[config.mk]
export PLATFORM = sky130hd
export DESIGN_NAME = sar_sequencer
export DESIGN_NICKNAME = d
export VERILOG_FILES = /design/src/rtl/adc_pkg.sv /design/src/rtl/adc_outbuf.sv /design/src/rtl/sar_sequencer.sv
export SDC_FILE = /design/constraint.sdc
export NUM_CORES = 1
export LEC_CHECK = 0
export CAP_MARGIN = 20
export CORE_MARGIN = 4
export CORE_UTILIZATION = 45
export CTS_BUF_LIST = sky130_fd_sc_hd__clkbuf_4 sky130_fd_sc_hd__clkbuf_8 sky130_fd_sc_hd__clkbuf_16
export CTS_CLUSTER_SIZE = 30
export DETAILED_ROUTE_END_ITERATION = 16
export GPL_TIMING_DRIVEN = 0
export PLACE_DENSITY = 0.67
export SLEW_MARGIN = 30
export SYNTH_ARGS = -nofsm -noshare
export SYNTH_HDL_FRONTEND = slang
export SYNTH_SLANG_ARGS = --single-unit
[constraint.sdc]
create_clock -name clk -period 5.1 [get_ports clk]
set_input_delay 0.51 -clock clk [delete_from_list [all_inputs] [get_ports clk]]
set_output_delay 0.51 -clock clk [all_outputs]
set_load 0.01 [all_outputs]
[src/rtl/adc_pkg.sv]
// adc_pkg: shared types and constants for the SAR conversion sequencer.
//   state_e        - sequencer FSM states
//   RES_MAX        - widest supported conversion (bits)
//   SAMP_CYC_DEF   - default sampling-phase length (cycles)
//   NBITS_W        - width of the runtime resolution field
//   resolve_nbits  - maps a requested resolution onto the legal 1..res range
package adc_pkg;

  localparam int RES_MAX      = 16;
  localparam int SAMP_CYC_DEF = 4;
  localparam int NBITS_W      = 5;

  typedef enum logic [2:0] {
    ST_IDLE,
    ST_INIT,
    ST_SAMP,
    ST_COMP,
    ST_UPDATE
  } state_e;

  // A request of 0, or one wider than the converter, means full resolution.
  function automatic logic [NBITS_W-1:0] resolve_nbits(input logic [NBITS_W-1:0] nbits,
                                                       input int res);
    if (nbits == '0 || int'(nbits) > res) return NBITS_W'(res);
    return nbits;
  endfunction

endpackage

[src/rtl/adc_outbuf.sv]
// adc_outbuf: result holding register with valid/ready handshake and a sticky
// overrun flag.
//   clk, rst      - clock, asynchronous active-high reset
//   load          - pulse: new conversion result available on load_data
//   load_data     - result to capture
//   code_ready    - consumer accepts the held result
//   clr_ovr       - clears the overrun flag
//   code_data     - held result (stable while code_valid=1)
//   code_valid    - result held and not yet consumed
//   overrun       - sticky: a result was overwritten before being consumed
module adc_outbuf #(
  parameter int W = 16
) (
  input  logic         clk,
  input  logic         rst,
  input  logic         load,
  input  logic [W-1:0] load_data,
  input  logic         code_ready,
  input  logic         clr_ovr,
  output logic [W-1:0] code_data,
  output logic         code_valid,
  output logic         overrun
);

  logic [W-1:0] data_q, data_d;
  logic         valid_q, valid_d;
  logic         ovr_q, ovr_d;
  logic         ovr_set;

  always_comb begin
    data_d  = data_q;
    valid_d = valid_q;
    ovr_set = 1'b0;
    if (load) begin
      data_d  = load_data;
      valid_d = 1'b1;
      // Losing a result only counts when the consumer did not take it this edge.
      ovr_set = valid_q & ~code_ready;
    end else if (valid_q && code_ready) begin
      valid_d = 1'b0;
    end
    // A set wins over a simultaneous clear.
    ovr_d = ovr_set | (ovr_q & ~clr_ovr);
  end

  always_ff @(posedge clk or posedge rst) begin
    if (rst) begin
      data_q  <= '0;
      valid_q <= 1'b0;
      ovr_q   <= 1'b0;
    end else begin
      data_q  <= data_d;
      valid_q <= valid_d;
      ovr_q   <= ovr_d;
    end
  end

  assign code_data  = data_q;
  assign code_valid = valid_q;
  assign overrun    = ovr_q;

endmodule

[src/rtl/sar_sequencer.sv]
// sar_sequencer: successive-approximation conversion sequencer. Generates the
// INIT/SAMP/COMP/UPDATE phase strobes, collects comparator decisions MSB first
// and hands finished results to adc_outbuf.
//   clk, rst                  - clock, asynchronous active-high reset
//   start, cont, abort        - single conversion, continuous mode, abort
//   nbits                     - runtime resolution (0 or >RES means RES)
//   comp_out                  - comparator decision, sampled at end of UPDATE
//   seq_init/samp/comp/update - one-hot phase strobes (registered)
//   busy                      - any state other than IDLE
//   code_data/valid/ready     - result handshake
//   overrun, clr_ovr          - sticky lost-result flag and its clear
//
// state     | meaning
// ----------+-----------------------------------------------------------
// ST_IDLE   | waiting for start or cont; latches resolution on exit
// ST_INIT   | one cycle: clear shift register, arm sample counter/index
// ST_SAMP   | SAMP_CYC cycles, counted down to zero
// ST_COMP   | comparator settles for the current bit
// ST_UPDATE | comp_out written into bit [idx]; last bit loads the result
module sar_sequencer
  import adc_pkg::*;
#(
  parameter int RES      = RES_MAX,
  parameter int SAMP_CYC = SAMP_CYC_DEF
) (
  input  logic               clk,
  input  logic               rst,
  input  logic               start,
  input  logic               cont,
  input  logic               abort,
  input  logic [NBITS_W-1:0] nbits,
  input  logic               comp_out,
  output logic               seq_init,
  output logic               seq_samp,
  output logic               seq_comp,
  output logic               seq_update,
  output logic               busy,
  output logic [RES-1:0]     code_data,
  output logic               code_valid,
  input  logic               code_ready,
  output logic               overrun,
  input  logic               clr_ovr
);

  localparam int               IDX_W         = (RES > 1) ? $clog2(RES) : 1;
  localparam logic [IDX_W-1:0] IDX_TOP       = IDX_W'(RES - 1);
  localparam logic [7:0]       SAMP_CNT_INIT = 8'(SAMP_CYC - 1);

  state_e           state_q, state_d;
  logic [7:0]       samp_cnt_q, samp_cnt_d;
  logic [IDX_W-1:0] idx_q, idx_d;
  logic [IDX_W-1:0] lsb_q, lsb_d;
  logic [RES-1:0]   sreg_q, sreg_d;
  logic             seq_init_q, seq_samp_q, seq_comp_q, seq_update_q, busy_q;
  logic             load;

  always_comb begin
    state_d    = state_q;
    samp_cnt_d = samp_cnt_q;
    idx_d      = idx_q;
    lsb_d      = lsb_q;
    sreg_d     = sreg_q;
    load       = 1'b0;

    case (state_q)
      ST_IDLE: begin
        if (start || cont) begin
          state_d = ST_INIT;
          // Only the lowest bit index is kept; bits below it are never written.
          lsb_d   = IDX_W'(RES - int'(resolve_nbits(nbits, RES)));
        end
      end
      ST_INIT: begin
        state_d    = ST_SAMP;
        samp_cnt_d = SAMP_CNT_INIT;
        idx_d      = IDX_TOP;
        sreg_d     = '0;
      end
      ST_SAMP: begin
        if (samp_cnt_q == '0) state_d = ST_COMP;
        else                  samp_cnt_d = samp_cnt_q - 8'd1;
      end
      ST_COMP: begin
        state_d = ST_UPDATE;
      end
      ST_UPDATE: begin
        sreg_d[idx_q] = comp_out;
        if (idx_q == lsb_q) begin
          load    = 1'b1;
          state_d = cont ? ST_INIT : ST_IDLE;
        end else begin
          idx_d   = idx_q - 1'b1;
          state_d = ST_COMP;
        end
      end
      default: state_d = ST_IDLE;
    endcase

    if (abort) begin
      state_d = ST_IDLE;
      load    = 1'b0;
      sreg_d  = '0;
    end
  end

  always_ff @(posedge clk or posedge rst) begin
    if (rst) begin
      state_q      <= ST_IDLE;
      samp_cnt_q   <= '0;
      idx_q        <= '0;
      lsb_q        <= '0;
      sreg_q       <= '0;
      seq_init_q   <= 1'b0;
      seq_samp_q   <= 1'b0;
      seq_comp_q   <= 1'b0;
      seq_update_q <= 1'b0;
      busy_q       <= 1'b0;
    end else begin
      state_q      <= state_d;
      samp_cnt_q   <= samp_cnt_d;
      idx_q        <= idx_d;
      lsb_q        <= lsb_d;
      sreg_q       <= sreg_d;
      // Strobes are registered from the next state so they align with state_q.
      seq_init_q   <= (state_d == ST_INIT);
      seq_samp_q   <= (state_d == ST_SAMP);
      seq_comp_q   <= (state_d == ST_COMP);
      seq_update_q <= (state_d == ST_UPDATE);
      busy_q       <= (state_d != ST_IDLE);
    end
  end

  assign seq_init   = seq_init_q;
  assign seq_samp   = seq_samp_q;
  assign seq_comp   = seq_comp_q;
  assign seq_update = seq_update_q;
  assign busy       = busy_q;

  adc_outbuf #(.W(RES)) u_outbuf (
    .clk        (clk),
    .rst        (rst),
    .load       (load),
    .load_data  (sreg_d),
    .code_ready (code_ready),
    .clr_ovr    (clr_ovr),
    .code_data  (code_data),
    .code_valid (code_valid),
    .overrun    (overrun)
  );

endmodule
Word level (Yosys, flattened, before mapping):

Cells that the tools add are included.

* register bits: 58
* bits of input ports: 13
* output and inout port bits: 23
* word-level logic and storage cells: 77

* add/subtract/negate cells: 3
* order comparisons: 3
* equality and inequality tests: 11
* multiplexer cells: 28
* bitwise operators: 5
* reductions and logical operators: 14

Operator list (number)
* $pmux W16 S2: 1
* $mux W4: 5
* $bwmux W16: 1
* $mux W16: 1
* $pmux W8 S2: 1
* $pmux W3 S5: 1
* $eq A3 B2 Y1 const B: 4
* $mux W1: 11
* $mux W3: 3
* $logic_not A8 Y1: 1
* $mux W8: 1
* $pmux W4 S2: 1
* $sub A8 B1 Y8 const B: 1
* $eq A3 B1 Y1 const B: 2
* $eq A3 B3 Y1 const B: 2
* $reduce_and A2 Y1: 3
* $reduce_bool A2 Y1: 3
* $gt A5 B5 Y1 const B: 1
* $logic_not A5 Y1: 1
* $lt A4 B5 Y1 const B: 1
* $demux W1 S4: 1
* $eq A4 B4 Y1: 1
* $ge A4 B1 Y1 const B: 1
* $ne A2 B2 Y1 const B: 2
* other kinds (10): 14

Logic depth before layout (Yosys ltp):

* word-level depth: 9
* gate-level depth with buffers: 7
* mapped depth without buffers: 6

Cells and area by module:

From an unflattened synthesis, not the netlist that was laid out.

* cells, all modules: 255
* area, all modules: 2839.0 µm²

By module, submodules not included
* sar_sequencer: instances 1, cells an instance 214, area each 2117.0 µm², sequential area each 1001.0 µm²
* adc_outbuf: instances 1, cells an instance 41, area each 721.9 µm², sequential area each 450.4 µm²

Least setup slack after synthesis:

OpenSTA, ideal clock, no wires.

* path type: reg2reg
* start point: register state_q[0]
* end point: register samp_cnt_q[5]
* setup time: 78 ps
* arrival: 1900 ps
* required time: 5022 ps
* path slack: 3122 ps
* stages on the path, launching flop included: 6
* path buffers: 1
* period minus slack after synthesis: 1978 ps
* cells stage by stage: dfrtp_1 > buf_6 > or3b_1 > or4_4 > or4b_1 > a21oi_1

* longest elaborated chain between the ends: 3
* elaborated cells on any way between the ends: 6
* those cells by class: eq/ne (3); mux (1); reduce/logical (2)

Ends and longest elaborated chain
* start, declared: line sar_sequencer.sv:49 `state_e state_q, state_d;`
* start signal, assigned: line sar_sequencer.sv:119 `state_q <= state_d;`
* $eq A3 B2 Y1 or $eq A3 B1 Y1 (tied branches): line sar_sequencer.sv:65 `case (state_q)`
* $ne A2 B2 Y1 (no source line) or $reduce_bool A2 Y1 (tied branches)
* $reduce_and A2 Y1 (no source line)
* end signal, assigned: line sar_sequencer.sv:120 `samp_cnt_q <= samp_cnt_d;`
* end, declared: line sar_sequencer.sv:50 `logic [7:0] samp_cnt_q, samp_cnt_d;`

Parallel ways exist; a longest one is shown, timed or not.
A chain may end at the register's enable or synchronous reset.

Worst setup path after layout:

Same ends and word-level chain as after synthesis.

==> results.yml <==
status:
  status: "finished, final reports clean"
drt:
  wl_per_cell_um: 13.9
  ant_nets: 0
  drc: 0
  wl_mm: 5.64
  firstDrtPassIters: 5
  drt-initial-drc-count: 69
  vias: 2088
  viasPerCell: 5.14
finish:
  fillers: 535
  nNetsFinal: 345
  multi_input_area_mm2: 0.00123
  postLayoutCellArea_mm2: 0.00350
  mostFrequentLayoutCell: "dfrtp_1"
  seq_area_mm2: 0.00145
  syn_to_final_growth_pct: 22.6
  most-common-layout-cells: "dfrtp_1 (58), mux2i_1 (35), clkdlybuf4s50_1 (34)"
  antenna_cells: 0
  drive_gt1_share_pct: 9.97
yosys:
  syn_inst: 280
  ys_ff_latch: 58
  synth_edf_count: 0
  ys.flop_type: "dfrtp_1"
  mappedNetlistArea_mm2: 0.00286
  synthDistinctLibCells: 42
  ys_seq_area_share_pct: 50.8
  syn_area_per_cell_um2: 10.2
  synthArstFlopShare_pct: 100
  syn-num-nets: 299
  yosysWarnings: 0
floorplanning:
  core-area_mm2: 0.00603
  initial_core_util_pct: 47.4
  core.rowCount: 28
  die-height_um: 87.7
  dieArea_mm2: 0.00769
  boundaryPins: 36
  die_x_um: 87.7
place:
  port_buffers: 34
  place_area_mm2: 0.00332
  place_hpwl_mm: 4.03
  gp_congestion: 0.859
cts:
  cts.clk_slew.worst_paths_ps: 70
  clock-root-buffer: "clkbuf_8"
  ctsHoldBuffers: 0
  clock_sinks: 58
  cts_resized: 0
  clock_latency_ps: 340
  cts_tree: "yes"
  clockBufferDepth: 2
  post-cts-setup-buffers: 0
  h-tree-depth: 3
  cts_inserted_buffers: 9
worst_setup_path:
  arrival_ps: 2330
  start_kind: "flop"
  cp.required_ps: 5360
  crit_fanout: 10
  cp-end-kind: "flop"
  critical_path_class: "flop to flop"
timing:
  fin_crit_sh_pct: 40.6
  rsz0062_at_grt: "no"
  slew_headroom_pct: 57.5
  slew_violations: 0
  clock_skew_ps: 6.38
  hold-worst-slack_ps: 498
  hold_violations: 0
  finalSetupViolations: 0
  fmax_mhz: 483
  tns_ps: 0
  finalCriticalPeriod_ps: 2070
  worstMarginPinSlew_ps: 633
global_routing:
  met1_usage_pct: 21.4
  grt.total_usage_pct: 16.2
  grt_antenna_before_repair: 0
  grt_pass1_wl_mm: 9.60
  grt-busiest-layer: "met2"
  grt_pass1_vias: 2107
  grt_use_met2_pct: 24.9
  grt_overflow: 0
  grtUsageMet3_pct: 4.05
  grt_start_max_net_pins: 33
pwr:
  ir_drop_mv: 0.198
  leakagePower_nw: 1.68
  power_density_mw_per_mm2: 344
worst_hold_path:
  hold_class: "input port to async pin"
job:
  maxCapViolCount: 0
-- where the power goes --
part / switching (W) / internal [W]
Combinational: 0.000141 / 0.000116
Clock: 0.000183 / 0.000227
Sequential: 0.0000369 / 0.000501
-- cells in the mapped netlist, types with 4 or more instances --
master	number	share of area, %
a21oi_1	10	1.8
clkbuf_1	11	1.4
dfrtp_1	58	51
ha_1	6	2.6
inv_1	27	3.5
mux2i_1	35	12
nand2_1	9	1.2
nand2b_1	8	1.8
nand4_1	4	0.88
nor2_1	33	4.3
nor3_1	12	2.1
nor4_1	9	2.0
o21ai_0	6	1.1
xnor2_1	4	1.2
xor2_1	6	1.8
-- registers in the layout (all words and copies together), names as in the netlist --
register and cells:
idx_q 4, samp_cnt_q 8, u_outbuf.code_data 16, seq_init 1, u_outbuf.overrun 1, busy 1, seq_update 1, seq_samp 1
sreg_q 16, u_outbuf.code_valid 1, lsb_q 4, seq_comp 1, state_q 3
-- through the flow --
step	util, %	power (W)	setup slack [ps]	cells
floorplan	-	0.000718	3120	280
global placement	54.7	0.000795	2040	389
detailed placement	55.0	0.000804	3010	390
CTS	58.2	0.00122	3020	406
global route	58.2	0.00127	2940	406
finish	58.2	0.00121	3030	406
-- layout make-up --
type                    instances  share of cell area (%)
flip-flops and latches         58                    41.4
clock inverters                 6                    1.64
multi-input cells             178                    35.1
plain buffers                  17                    2.14
well taps                      75                    2.68
clock buffers                  10                    3.75
repair buffers                 35                    10.3
inverters                      27                    2.96
-- critical path, stage by stage (launching register included) --
cell and delay (ps):
dfrtp_1 390, buf_6 150, or3b_1 390, or4_4 450, or4b_1 470, a21oi_1 140
-- logic make-up after synthesis --
logic type,count (synthesis),synth area share (%)
AOI/OAI and AO/OA,28,6.26
xor gates and xnor gates,10,3.06
adders and majority gates,6,2.63
buffers and inverters,44,6.17
DFF,58,50.8
muxes,38,13.4
and+or+nand+nor,96,17.7
-- routing by layer --
metal	share of wire [%]	wire [um]
met1	49	2750
met2	46	2570
met3	3.3	188
met4	2.3	129
met5	0	0
-- final timing paths --
check                                     startpoint                                 end  slack (ps)  cells past startpoint
worst max register to register  state_q[0]$_DFF_PP0_           samp_cnt_q[5]$_DFFE_PP0P_        3030                      5
min in group clk                 sreg_q[1]$_DFF_PP0_                 sreg_q[1]$_DFF_PP0_         520                      2
worst min register to register   sreg_q[1]$_DFF_PP0_                 sreg_q[1]$_DFF_PP0_         520                      2
max in group asynchronous                        rst  u_outbuf.code_data[11]$_DFFE_PP0P_        4120                      3
worst min-delay path                             rst                 sreg_q[3]$_DFF_PP0_         500                      2
worst max-delay path            state_q[0]$_DFF_PP0_           samp_cnt_q[5]$_DFFE_PP0P_        3030                      5
Note: power is estimated with default switching activity, not from simulation.
